### config.mk
export PLATFORM = sky130hd
export DESIGN_NAME = cp0_req_sched
export DESIGN_NICKNAME = d
export VERILOG_FILES = /design/src/rtl/cp0_req_sched_pkg.sv /design/src/rtl/cp0_req_sched_exc_prio.sv /design/src/rtl/cp0_req_sched.sv
export SDC_FILE = /design/constraint.sdc
export NUM_CORES = 1
export LEC_CHECK = 0
export BUFFER_PORTS_ARGS = -buffer_cell sky130_fd_sc_hd__buf_2
export CORE_MARGIN = 2
export CORE_UTILIZATION = 39
export DETAILED_ROUTE_END_ITERATION = 10
export HOLD_SLACK_MARGIN = 0.08
export PLACE_DENSITY = 0.68
export RECOVER_POWER = 100
export REMOVE_ABC_BUFFERS = 1
export SKIP_CTS_REPAIR_TIMING = 1
export SYNTH_ARGS = -nofsm -noshare
export SYNTH_HDL_FRONTEND = slang
export SYNTH_HIERARCHICAL = 1
export SYNTH_SLANG_ARGS = --single-unit
export TNS_END_PERCENT = 20
### constraint.sdc
create_clock -name clk -period 13.8 [get_ports clk]
set_input_delay 2.76 -clock clk [delete_from_list [all_inputs] [get_ports clk]]
set_output_delay 2.76 -clock clk [all_outputs]
set_load 0.02 [all_outputs]
### src/rtl/cp0_req_sched_pkg.sv
// -----------------------------------------------------------------------------
// cp0_req_sched_pkg
// Shared definitions for the CP0 request scheduler:
//   - instruction exception-info layout (width and bit positions)
//   - MIPS ExcCode values produced by the scheduler
//   - scheduler state encoding
//   - the per-slot CP0 request record and a helper that builds it
// -----------------------------------------------------------------------------
package cp0_req_sched_pkg;

    localparam int EXCEPTINFO_WD = 16;

    // Bit positions inside the 16-bit exception-info word
    localparam int INFO_ADDR_HI = 15;
    localparam int INFO_ADDR_LO = 11;
    localparam int INFO_BD      = 10;
    localparam int INFO_PCADDR  = 9;
    localparam int INFO_ADES    = 8;
    localparam int INFO_ADEL    = 7;
    localparam int INFO_OV      = 6;
    localparam int INFO_SYS     = 5;
    localparam int INFO_BRK     = 4;
    localparam int INFO_RI      = 3;
    localparam int INFO_ERET    = 2;
    localparam int INFO_MFC0    = 1;
    localparam int INFO_MTC0    = 0;

    // ExcCode values
    localparam logic [4:0] EXC_INT  = 5'h00;
    localparam logic [4:0] EXC_ADEL = 5'h04;
    localparam logic [4:0] EXC_ADES = 5'h05;
    localparam logic [4:0] EXC_SYS  = 5'h08;
    localparam logic [4:0] EXC_BP   = 5'h09;
    localparam logic [4:0] EXC_RI   = 5'h0a;
    localparam logic [4:0] EXC_OV   = 5'h0c;

    typedef enum logic [1:0] {
        IDLE   = 2'd0,
        SERVE2 = 2'd1,
        FLUSH  = 2'd2
    } state_t;

    // Everything the scheduler can present to CP0 in one cycle
    typedef struct packed {
        logic        we;
        logic        re;
        logic [4:0]  addr;
        logic [31:0] wdata;
        logic        except;
        logic [4:0]  excode;
        logic        eret;
        logic [31:0] pc;
        logic [31:0] badaddr;
        logic        bd;
    } req_t;

    // Turn one slot's decoded fields into the CP0 request it would issue if
    // granted. Exception beats eret, eret beats register access, and mtc0
    // beats mfc0 so only a single access is ever performed per slot.
    function automatic req_t build_req(
        input logic                     exc,
        input logic [4:0]               excode,
        input logic [31:0]              badaddr,
        input logic [EXCEPTINFO_WD-1:0] info,
        input logic [31:0]              pc,
        input logic [31:0]              wdata
    );
        req_t r;
        r = '0;
        if (exc) begin
            r.except  = 1'b1;
            r.excode  = excode;
            r.pc      = pc;
            r.badaddr = badaddr;
            r.bd      = info[INFO_BD];
        end else if (info[INFO_ERET]) begin
            r.eret = 1'b1;
            r.pc   = pc;
            r.bd   = info[INFO_BD];
        end else if (info[INFO_MTC0]) begin
            r.we    = 1'b1;
            r.addr  = info[INFO_ADDR_HI:INFO_ADDR_LO];
            r.wdata = wdata;
        end else if (info[INFO_MFC0]) begin
            r.re   = 1'b1;
            r.addr = info[INFO_ADDR_HI:INFO_ADDR_LO];
        end
        return r;
    endfunction

endpackage

### src/rtl/cp0_req_sched_exc_prio.sv
// -----------------------------------------------------------------------------
// cp0_exc_prio
// Combinational exception prioritiser for one issue slot.
// Ports:
//   info        in  exception-info word of the slot
//   pc          in  instruction PC
//   badaddr     in  faulting data address
//   exc         out slot raises a synchronous exception
//   excode      out ExcCode of the highest-priority exception
//   badaddr_sel out BadVAddr source (pc for fetch faults, data address for
//                   load/store faults, 0 otherwise)
// -----------------------------------------------------------------------------
module cp0_exc_prio
    import cp0_req_sched_pkg::*;
(
    input  logic [EXCEPTINFO_WD-1:0] info,
    input  logic [31:0]              pc,
    input  logic [31:0]              badaddr,
    output logic                     exc,
    output logic [4:0]               excode,
    output logic [31:0]              badaddr_sel
);

    logic unused_info;
    assign unused_info = ^{info[INFO_ADDR_HI:INFO_BD], info[INFO_ERET:INFO_MTC0]};

    assign exc = |info[INFO_PCADDR:INFO_RI];

    always_comb begin
        excode      = 5'd0;
        badaddr_sel = 32'd0;
        // Fetch fault is oldest in the pipe, so it outranks everything
        if (info[INFO_PCADDR]) begin
            excode      = EXC_ADEL;
            badaddr_sel = pc;
        end else if (info[INFO_RI]) begin
            excode = EXC_RI;
        end else if (info[INFO_OV]) begin
            excode = EXC_OV;
        end else if (info[INFO_SYS]) begin
            excode = EXC_SYS;
        end else if (info[INFO_BRK]) begin
            excode = EXC_BP;
        end else if (info[INFO_ADEL]) begin
            excode      = EXC_ADEL;
            badaddr_sel = badaddr;
        end else if (info[INFO_ADES]) begin
            excode      = EXC_ADES;
            badaddr_sel = badaddr;
        end
    end

endmodule

### src/rtl/cp0_req_sched.sv
// -----------------------------------------------------------------------------
// cp0_req_sched
// Scheduler in front of the single-ported CP0 register file of the dual-issue
// core. Arbitrates exceptions, eret, mtc0 and mfc0 from both issue slots,
// serialises a double CP0 access with a one-cycle stall, injects synchronised
// hardware interrupts on i1 and sequences the post-exception flush window.
// Ports:
//   clk, rst                 clock, asynchronous active-low reset
//   i1_*/i2_*                slot valid, exception info, pc, mtc0 data,
//                            faulting data address (i1 is the older slot)
//   hw_int                   asynchronous interrupt lines
//   st_ie, st_exl, im        Status fields fed back from CP0
//   cp0_we/re/addr/wdata     register access strobe, number and data
//   cp0_except/excode        exception commit strobe and ExcCode
//   cp0_eret                 eret commit strobe
//   cp0_pc/badaddr/bd        EPC source, BadVAddr source, delay-slot flag
//   ip_hw                    synchronised interrupt lines for Cause.IP[7:2]
//   stall, kill_i2, flush    pipeline control
// -----------------------------------------------------------------------------
module cp0_req_sched
    import cp0_req_sched_pkg::*;
#(
    parameter int FLUSH_CYCLES = 2,
    parameter int HWINT_W      = 6
) (
    input  logic                     clk,
    input  logic                     rst,
    input  logic                     i1_valid,
    input  logic [EXCEPTINFO_WD-1:0] i1_info,
    input  logic [31:0]              i1_pc,
    input  logic [31:0]              i1_wdata,
    input  logic [31:0]              i1_badaddr,
    input  logic                     i2_valid,
    input  logic [EXCEPTINFO_WD-1:0] i2_info,
    input  logic [31:0]              i2_pc,
    input  logic [31:0]              i2_wdata,
    input  logic [31:0]              i2_badaddr,
    input  logic [HWINT_W-1:0]       hw_int,
    input  logic                     st_ie,
    input  logic                     st_exl,
    input  logic [7:0]               im,
    output logic                     cp0_we,
    output logic                     cp0_re,
    output logic [4:0]               cp0_addr,
    output logic [31:0]              cp0_wdata,
    output logic                     cp0_except,
    output logic [4:0]               cp0_excode,
    output logic                     cp0_eret,
    output logic [31:0]              cp0_pc,
    output logic [31:0]              cp0_badaddr,
    output logic                     cp0_bd,
    output logic [HWINT_W-1:0]       ip_hw,
    output logic                     stall,
    output logic                     kill_i2,
    output logic                     flush
);

    localparam logic [2:0] FLUSH_LOAD = 3'(FLUSH_CYCLES - 1);

    state_t                   state;
    state_t                   state_nxt;
    logic [2:0]               flush_cnt;
    logic [HWINT_W-1:0]       sync1;
    logic [HWINT_W-1:0]       sync2;
    logic                     int_pend;

    logic [EXCEPTINFO_WD-1:0] lat_info;
    logic [31:0]              lat_pc;
    logic [31:0]              lat_wdata;
    logic [31:0]              lat_badaddr;

    logic unused_im;
    assign unused_im = ^im[1:0];

    // In SERVE2 the second prioritiser looks at the latched i2 instead of
    // the live slot, so one instance serves both uses.
    logic                     s2_valid;
    logic [EXCEPTINFO_WD-1:0] s2_info;
    logic [31:0]              s2_pc;
    logic [31:0]              s2_wdata;
    logic [31:0]              s2_badaddr;

    assign s2_valid   = (state == SERVE2) | i2_valid;
    assign s2_info    = (state == SERVE2) ? lat_info    : i2_info;
    assign s2_pc      = (state == SERVE2) ? lat_pc      : i2_pc;
    assign s2_wdata   = (state == SERVE2) ? lat_wdata   : i2_wdata;
    assign s2_badaddr = (state == SERVE2) ? lat_badaddr : i2_badaddr;

    logic        p1_exc,  p2_exc;
    logic [4:0]  p1_code, p2_code;
    logic [31:0] p1_bad,  p2_bad;

    cp0_exc_prio u_prio1 (
        .info        (i1_info),
        .pc          (i1_pc),
        .badaddr     (i1_badaddr),
        .exc         (p1_exc),
        .excode      (p1_code),
        .badaddr_sel (p1_bad)
    );

    cp0_exc_prio u_prio2 (
        .info        (s2_info),
        .pc          (s2_pc),
        .badaddr     (s2_badaddr),
        .exc         (p2_exc),
        .excode      (p2_code),
        .badaddr_sel (p2_bad)
    );

    req_t r1, r2, r_int, sel;
    logic s1_big, s1_acc, s2_big, s2_acc, s2_need;
    logic stall_c, kill_c, flush_c, latch_c;

    assign r1 = build_req(p1_exc, p1_code, p1_bad, i1_info, i1_pc, i1_wdata);
    assign r2 = build_req(p2_exc, p2_code, p2_bad, s2_info, s2_pc, s2_wdata);

    // "big" = exception or eret: either one ends in a flush
    assign s1_big  = i1_valid & (p1_exc | i1_info[INFO_ERET]);
    assign s1_acc  = i1_valid & (i1_info[INFO_MTC0] | i1_info[INFO_MFC0]);
    assign s2_big  = s2_valid & (p2_exc | s2_info[INFO_ERET]);
    assign s2_acc  = s2_valid & (s2_info[INFO_MTC0] | s2_info[INFO_MFC0]);
    assign s2_need = s2_big | s2_acc;

    always_comb begin
        r_int        = '0;
        r_int.except = 1'b1;
        r_int.excode = EXC_INT;
        r_int.pc     = i1_pc;
        r_int.bd     = i1_info[INFO_BD];
    end

    always_comb begin
        sel       = '0;
        stall_c   = 1'b0;
        kill_c    = 1'b0;
        flush_c   = 1'b0;
        latch_c   = 1'b0;
        state_nxt = state;
        case (state)
            IDLE: begin
                if (int_pend && i1_valid) begin
                    sel       = r_int;
                    kill_c    = 1'b1;
                    state_nxt = FLUSH;
                end else if (s1_big) begin
                    sel       = r1;
                    kill_c    = 1'b1;
                    state_nxt = FLUSH;
                end else if (s1_acc && s2_need) begin
                    sel       = r1;
                    stall_c   = 1'b1;
                    latch_c   = 1'b1;
                    state_nxt = SERVE2;
                end else if (s1_acc) begin
                    sel = r1;
                end else if (s2_big) begin
                    sel       = r2;
                    state_nxt = FLUSH;
                end else if (s2_acc) begin
                    sel = r2;
                end
            end
            SERVE2: begin
                // Latched i2 always needed CP0; interrupts wait a cycle
                sel       = r2;
                state_nxt = s2_big ? FLUSH : IDLE;
            end
            FLUSH: begin
                flush_c = 1'b1;
                if (flush_cnt == 3'd0) begin
                    state_nxt = IDLE;
                end
            end
            default: state_nxt = IDLE;
        endcase
    end

    always_ff @(posedge clk or negedge rst) begin
        if (!rst) begin
            state     <= IDLE;
            flush_cnt <= 3'd0;
            sync1     <= '0;
            sync2     <= '0;
            int_pend  <= 1'b0;
        end else begin
            sync1    <= hw_int;
            sync2    <= sync1;
            int_pend <= (|(sync2 & im[7:2])) & st_ie & ~st_exl;
            state    <= state_nxt;
            if (state != FLUSH && state_nxt == FLUSH) begin
                flush_cnt <= FLUSH_LOAD;
            end else if (state == FLUSH && flush_cnt != 3'd0) begin
                flush_cnt <= flush_cnt - 3'd1;
            end
        end
    end

    // Held i2 fields for the SERVE2 cycle; pure data, no reset needed
    always_ff @(posedge clk) begin
        if (latch_c) begin
            lat_info    <= i2_info;
            lat_pc      <= i2_pc;
            lat_wdata   <= i2_wdata;
            lat_badaddr <= i2_badaddr;
        end
    end

    // Outputs are forced low while reset is asserted, independent of inputs
    assign cp0_we      = rst & sel.we;
    assign cp0_re      = rst & sel.re;
    assign cp0_addr    = rst ? sel.addr    : 5'd0;
    assign cp0_wdata   = rst ? sel.wdata   : 32'd0;
    assign cp0_except  = rst & sel.except;
    assign cp0_excode  = rst ? sel.excode  : 5'd0;
    assign cp0_eret    = rst & sel.eret;
    assign cp0_pc      = rst ? sel.pc      : 32'd0;
    assign cp0_badaddr = rst ? sel.badaddr : 32'd0;
    assign cp0_bd      = rst & sel.bd;
    assign stall       = rst & stall_c;
    assign kill_i2     = rst & kill_c;
    assign flush       = rst & flush_c;
    assign ip_hw       = sync2;

endmodule
======== Yosys cells after proc, flatten, opt, wreduce, memory -nomap -nowiden ========
Index checks and enable logic that the tools add are counted.
operators by class
  order comparisons ....................... 0
  equality and inequality tests ........... 4
  multipliers ............................. 0
  divide/modulo/power cells ............... 0
  shift operators ......................... 0
  muxes and demuxes ....................... 90
  add/subtract/negate cells ............... 1
  bitwise operators ....................... 22
  reduce and logical (&&, ||, !) cells .... 11
operator list
  operator               count
  $mux W32               26
  $mux W111              6
  $pmux W111 S2          1
  $mux W39               4
  $mux W5                16
  $mux W33               2
  $mux W6                4
  $mux W1                18
  $mux W16               1
  $and A1 B1 Y1          14
  $mux W2                7
  $reduce_or A7 Y1       2
  $mux W3                4
  $and A6 B6 Y6          1
  $or A1 B1 Y1           6
  $pmux W2 S3            1
  $reduce_or A6 Y1       1
  $eq A2 B2 Y1 const B   2
  $logic_and A1 B1 Y1    4
  $logic_not A3 Y1       1
  $reduce_bool A3 Y1     1
  $sub A3 B1 Y3 const B  1
  $eq A2 B1 Y1 const B   1
  $logic_not A2 Y1       1
  3 further kinds        3
word-level totals
  output and inout port bits .............. 120
  memories ................................ 0
  register bits after elaboration ......... 130
  latch bits .............................. 0
  RAM bits ................................ 0
  ROM bits ................................ 0

======== Longest topological paths before layout ========
Gate-level depths: netlist of the first run.
  depth after elaboration ................. 18
  depth in mapped cells ................... 18
  gate-level depth less buffers ........... 9

======== Hierarchy ========
Netlist of the first run, hierarchy kept.
modules (own cells, without submodules)
  module         times used  cells an instance  area each (µm²)
  cp0_req_sched  1           745                7398.3
  cp0_exc_prio   2           122                818.3

======== Least setup slack after synthesis of the first run ========
No wires, ideal clock.
  path type ............................... input port to output port
  start ................................... input port i1_info[9]
  end ..................................... output port cp0_addr[1]
  stages .................................. 10
  slack ................................... 5.693 ns
  data arrival time ....................... 5.347 ns
  required time ........................... 11.040 ns
  path buffers ............................ 4
  cells stage by stage .................... buf_2 > or4_4 > buf_6 > buf_6 > nand3b_1 > or3_1 > clkbuf_1 > nor4b_1 > a221oi_1 > nor3_1
between the ends
  longest elaborated chain between the ends .. 8
  elaborated cells between the ends (all ways) .. 10
RTL lines
  item                  RTL line                      text
  start: declaration    cp0_req_sched.sv:29           input logic [EXCEPTINFO_WD-1:0] i1_info,
  $reduce_or A7 Y1 (*)  cp0_req_sched_exc_prio.sv:27  assign exc = |info[INFO_PCADDR:INFO_RI];
  via p1_exc            cp0_req_sched.sv:89           logic p1_exc, p2_exc;
  $mux W39              cp0_req_sched_pkg.sv:70       if (exc) begin
  $mux W111             cp0_req_sched.sv:155          end else if (s1_acc) begin
  $mux W111             cp0_req_sched.sv:150          end else if (s1_acc && s2_need) begin
  $mux W111 (*)         cp0_req_sched.sv:146          end else if (s1_big) begin
  $mux W111 (*)         cp0_req_sched.sv:142          if (int_pend && i1_valid) begin
  $pmux W111 S2 (*)     cp0_req_sched.sv:140          case (state)
  $mux W5 (*)           cp0_req_sched.sv:212          assign cp0_addr = rst ? sel.addr : 5'd0;
  end: declaration      cp0_req_sched.sv:44           output logic [4:0] cp0_addr,
Mark *: on every way through the listed nets, which the timed path passes. The rest lies on a longest branch.

======== Final worst setup path of the first run ========
  start ................................... input port i1_info[9]
  end ..................................... output port cp0_wdata[19]
between the ends
  longest elaborated chain between the ends .. 8
  elaborated cells between the ends (all ways) .. 10
RTL lines
  item                  RTL line                      text
  $reduce_or A7 Y1 (*)  cp0_req_sched_exc_prio.sv:27
  via p1_exc            cp0_req_sched.sv:89
  $mux W39              cp0_req_sched_pkg.sv:70
  $mux W111             cp0_req_sched.sv:155
  $mux W111             cp0_req_sched.sv:150
  $mux W111 (*)         cp0_req_sched.sv:146
  $mux W111 (*)         cp0_req_sched.sv:142
  $pmux W111 S2 (*)     cp0_req_sched.sv:140
  $mux W32 (*)          cp0_req_sched.sv:213          assign cp0_wdata = rst ? sel.wdata : 32'd0;
  end: declaration      cp0_req_sched.sv:45           output logic [31:0] cp0_wdata,
Marked as above.

==> results of run 1 <==
==> metrics by stage <==
| step | util | worst slack (ps) |
|---|---|---|
| final | 0.496 | 2480 |
| after global placement | 0.480 | 4350 |
| after detailed placement | 0.480 | 4320 |
| after global routing | 0.496 | 2150 |
| after CTS | 0.507 | 4300 |
| after floorplan | - | 3670 |
==> cell type report <==
| class | count | area share |
|---|---|---|
| multi-input combinational | 688 | 0.398 |
| sequential | 130 | 0.340 |
| timing repair buffer | 374 | 0.151 |
| clock buffer | 24 | 0.0497 |
| tap | 285 | 0.0318 |
| inverter | 74 | 0.0247 |
| clock inverter | 8 | 0.00546 |
| antenna | 1 | 0.000223 |
==> where the power goes <==
part | switching (uW) | internal (uW)
combinational | 139 | 82.5
clock | 183 | 285
sequential | 7.77 | 434
total | 329 | 802
==> critical path, stage by stage <==
cell,delay [ps]
clkbuf_1,1360
or4_1,1770
nand3b_1,420
o41ai_1,190
and3_1,230
nand4_1,90
clkbuf_1,990
o21ai_0,470
clkbuf_1,270
==> worst paths after layout <==
| kind | start | endpoint | slack, ps | depth (start not counted) |
|---|---|---|---|---|
| max reg2reg | state[1] | lat_wdata[30] | 6590 | 11 |
| min reg2reg | sync1[5] | ip_hw[5] | 340 | 0 |
| max in group asynchronous | rst | flush_cnt[1] | 10280 | 1 |
| min | sync1[5] | ip_hw[5] | 340 | 0 |
| max | i1_info[9] | cp0_wdata[19] | 2480 | 9 |
| min in group asynchronous | rst | sync1[3] | 2660 | 1 |
==> flip-flops by register name, indices dropped and copies added, names as in the netlist <==
register / flops
lat_badaddr: 32
lat_pc: 32
lat_wdata: 32
lat_info: 16
ip_hw: 6
sync1: 6
flush_cnt: 3
state: 2
int_pend: 1
==> routing by layer <==
layer,up-vias,GRT usage,wire length [um]
met4,0,0.0708,594
met3,43,0.0494,2170
li1,4138,-,-
met1,4171,0.337,13300
met5,-,0,0
met2,371,0.413,15200
==> results_dict.tcl, run 1 <==
set metrics [dict create \
    path_class "input pin to output pin" \
    rsz0062_at_grt "false" \
    grt_max_degree 68 \
    tightest_slew_ps 2500 \
    cts_buffer_depth 2 \
    clk_latency_ps 420 \
    route.detailed.drc 0 \
    power_uw 1130 \
    die-area_um2 24300 \
    final_max_slew_viol_count 119 \
    clk_pin_slew_ps 70 \
    drt-total-wl_um 31200 \
    fin_crit_sh 0.820 \
    hold_class "flop to flop" \
    violations "capacitance limit, slew limit" \
    dr_total_vias 8723 \
    layout_common_cells "296 x nand2_1, 190 x buf_2, 173 x clkbuf_1" \
    cap_violations 3 \
    ir_drop_v 0.0000713 \
    tns_ps 0 \
    power.density_nw_per_um2 101 \
    dpl-instance-area_um2 10900 \
    setup_viol 0 \
    syn_area_um2 8990 \
    drive_gt1_frac 0.243 \
    status "finished, violations left" \
    syn_to_final_growth_pct 25.0 \
    fill_cells 2296 \
    placed_cells 1551 \
    core-area_um2 22600 \
    fin_crit_ps 11320 \
    final_area_um2 11200 \
    multi_input_area_um2 4470 \
    avgSynthCellArea_um2 9.21 \
    port_buffers 360 \
    skew_ps 11.7 \
    first_pass_iters 5 \
    whs_ps 341 \
    endpoint_kind "output pin" \
    clock-sinks 130 \
    slew_headroom -0.668 \
    cp-start-kind "input pin" \
    cp.required_ps 11040 \
    antenna_found_initial 0 \
    arrival_ps 8560 \
    cts_tree "done" \
    power_leakage_uw 0.00468 \
    instances_no_fill 1584 \
    rows 55 \
    final_common_cell "nand2_1" \
    drtIter0Drc 730 \
    numCtsBuffers 17 \
    hold_viol 0 \
    nets 1531 \
    htree_levels 4 \
    first_global_vias 8510 \
    grt_pass1_wl_um 47400 \
    cts-root-buf "clkbuf_16" \
    wl_per_cell_um 19.7 \
    synth_cells 976 \
    yosysWarnings 6 \
    max_freq_mhz 88.3 \
    die_x_um 156 \
    drt-vias-per-instance 5.51 \
    pin_count 364 \
    overflow 0 \
    hpwlAfterDp_um 21500 \
    critPathMaxFanout 35 \
    regArea_um2 3810 \
    initial_core_util 0.397 \
    gp_congestion 0.885 \
    ant_nets 0 \
    track_usage 0.251 \
    die_y_um 156 \
]
No activity file was read; power rests on OpenSTA's default activity.
==> run 2: changes to the inputs <==
--- a/config.mk
+++ b/config.mk
@@ -5,12 +5,13 @@
 export SDC_FILE = /design/constraint.sdc
 export NUM_CORES = 1
 export LEC_CHECK = 0
+export ABC_AREA = 1
 export BUFFER_PORTS_ARGS = -buffer_cell sky130_fd_sc_hd__buf_2
 export CORE_MARGIN = 2
 export CORE_UTILIZATION = 39
 export DETAILED_ROUTE_END_ITERATION = 10
 export HOLD_SLACK_MARGIN = 0.08
-export PLACE_DENSITY = 0.68
+export PLACE_DENSITY = 0.66
 export RECOVER_POWER = 100
 export REMOVE_ABC_BUFFERS = 1
 export SKIP_CTS_REPAIR_TIMING = 1
==> constraint.sdc (replaced) <==
create_clock -name clk -period 10.8 [get_ports clk]
set_input_delay 2.16 -clock clk [delete_from_list [all_inputs] [get_ports clk]]
set_output_delay 2.16 -clock clk [all_outputs]
set_load 0.02 [all_outputs]
==> results_dict.tcl, run 2 <==
set metrics [dict create \
    hold_viol 0 \
    cts-root-buf "clkbuf_16" \
    final_max_slew_viol_count 196 \
    wl_per_cell_um 18.8 \
    ir_drop_v 0.0000928 \
    violations "capacitance limit, slew limit" \
    critPathMaxStageDelay_ps 1310 \
    nets 2004 \
    die_x_um 164 \
    top_regs "lat_badaddr (32), lat_pc (32), lat_wdata (32)" \
    ant_nets 0 \
    cp_num_buf_inv 8 \
    status "finished, violations left" \
    grt_pass1_wl_um 59000 \
    rsz0062_at_grt "false" \
    power_leakage_uw 0.00538 \
    hold_class "flop to flop" \
    switching_share 0.346 \
    crit_chain "clkbuf_1, nand2_1, nand2_1, buf_4, nor3_1, nand3_2, buf_4, inv_1, nand3_2, nor2_2, clkbuf_1, inv_1, nor2_2, buf_4, nand2_1, a21oi_1, clkbuf_1" \
    numCtsBuffers 17 \
    gp_congestion 0.867 \
    syn_area_um2 10000 \
    preCtsSetupSlack_ps 2090 \
    drive_gt1_frac 0.167 \
    finalWorstSetupSlack_ps 1310 \
    fin_crit_ps 9490 \
    crit_slowest_cell "clkbuf_1" \
    overflow 0 \
    critPathMaxFanout 40 \
    endpoint_kind "output pin" \
    setup_viol 0 \
    max_freq_mhz 105 \
    port_buffers 360 \
    die_y_um 164 \
    critPathTopFamily "buffers and inverters" \
    fin_crit_sh 0.879 \
    skew_ps 11.0 \
    arrival_ps 7330 \
    tightest_slew_ps 3820 \
    cts_buffer_depth 2 \
    hpwlAfterDp_um 25200 \
    first_global_vias 10684 \
    first_pass_iters 5 \
    power_frac_seq 0.346 \
    track_usage 0.283 \
    path_class "input pin to output pin" \
    yosysWarnings 6 \
    dr_total_vias 11497 \
    grt_max_degree 72 \
    clk_latency_ps 430 \
    pin_count 364 \
    slew_headroom -1.55 \
    die-area_um2 26900 \
    p_int_uw 1130 \
    htree_levels 4 \
    initial_core_util 0.397 \
    clkPwrFrac 0.382 \
    drtIter0Drc 1300 \
    layout_common_cells "692 x nand2_1, 196 x buf_2, 167 x clkbuf_1" \
    clk_pin_slew_ps 60 \
    avgSynthCellArea_um2 6.78 \
    drt-vias-per-instance 5.46 \
    cp.required_ps 8640 \
    final_common_cell "nand2_1" \
    cp-start-kind "input pin" \
    cts_tree "done" \
    syn_to_final_growth_pct 21.6 \
    rows 58 \
    core-area_um2 25200 \
    synth_cells 1475 \
    drt-total-wl_um 39600 \
    power.switching_uw 598 \
    power.density_nw_per_um2 142 \
    combPwrFrac 0.272 \
    route.detailed.drc 0 \
    cap_violations 4 \
    tns_ps 0 \
    antenna_found_initial 4 \
    clock-sinks 130 \
]
## run 2: power by group through the flow
| stage | clock (uW) | combinational [uW] | sequential (uW) |
|---|---|---|---|
| 2_1_floorplan | 0 | 277 | 608 |
| 3_3_place_gp | 0 | 472 | 604 |
| 3_5_place_dp | 0 | 475 | 605 |
| 4_1_cts | 669 | 478 | 595 |
| 5_1_grt | 689 | 510 | 600 |
| 6_report | 660 | 469 | 597 |
## run 2: cell type report
| cell class | instances | area (um^2) |
|---|---|---|
| Antenna cell | 4 | 10.0 |
| Inverter | 65 | 249 |
| Clock buffer | 19 | 453 |
| Sequential cell | 130 | 3810 |
| Timing Repair Buffer | 374 | 1690 |
| Tap cell | 330 | 413 |
| Fill cell | 2666 | 13000 |
| Multi-Input combinational cell | 1170 | 5330 |
| Clock inverter | 13 | 208 |
## run 2: path summary, 6_finish.rpt
kind | start | endpoint | slack, ps | depth (start not counted)
setup / recovery | i2_info[9] | cp0_wdata[30] | 1310 | 17
hold / removal | sync1[3] | ip_hw[3] | 350 | 0
setup reg to reg | state[1] | lat_pc[16] | 2000 | 16
hold reg to reg | sync1[3] | ip_hw[3] | 350 | 0
max in group asynchronous | rst | state[0] | 8050 | 1
min in group asynchronous | rst | sync1[0] | 1990 | 1
## run 2: metrics by stage
step / area (um^2) / util / cells / power (uW) / hold WS, ps
final: 12200 / 0.483 / 2105 / 1730 / 351
after global routing: 12200 / 0.483 / 2105 / 1800 / 355
after CTS: 12400 / 0.493 / 2101 / 1740 / 354
after detailed placement: 11800 / 0.467 / 2069 / 1080 / 337
after global placement: 11800 / 0.467 / 2069 / 1080 / 332
after floorplan: 9400 / - / 1365 / 885 / 331
## run 2: per-layer routing
metal	wire, um	track usage	share of wire	vias up
met5	0	0	0	-
met4	1380	0.117	0.035	0
met3	3110	0.0452	0.078	102
met2	18700	0.463	0.47	610
met1	16400	0.373	0.41	5310
li1	-	-	-	5475
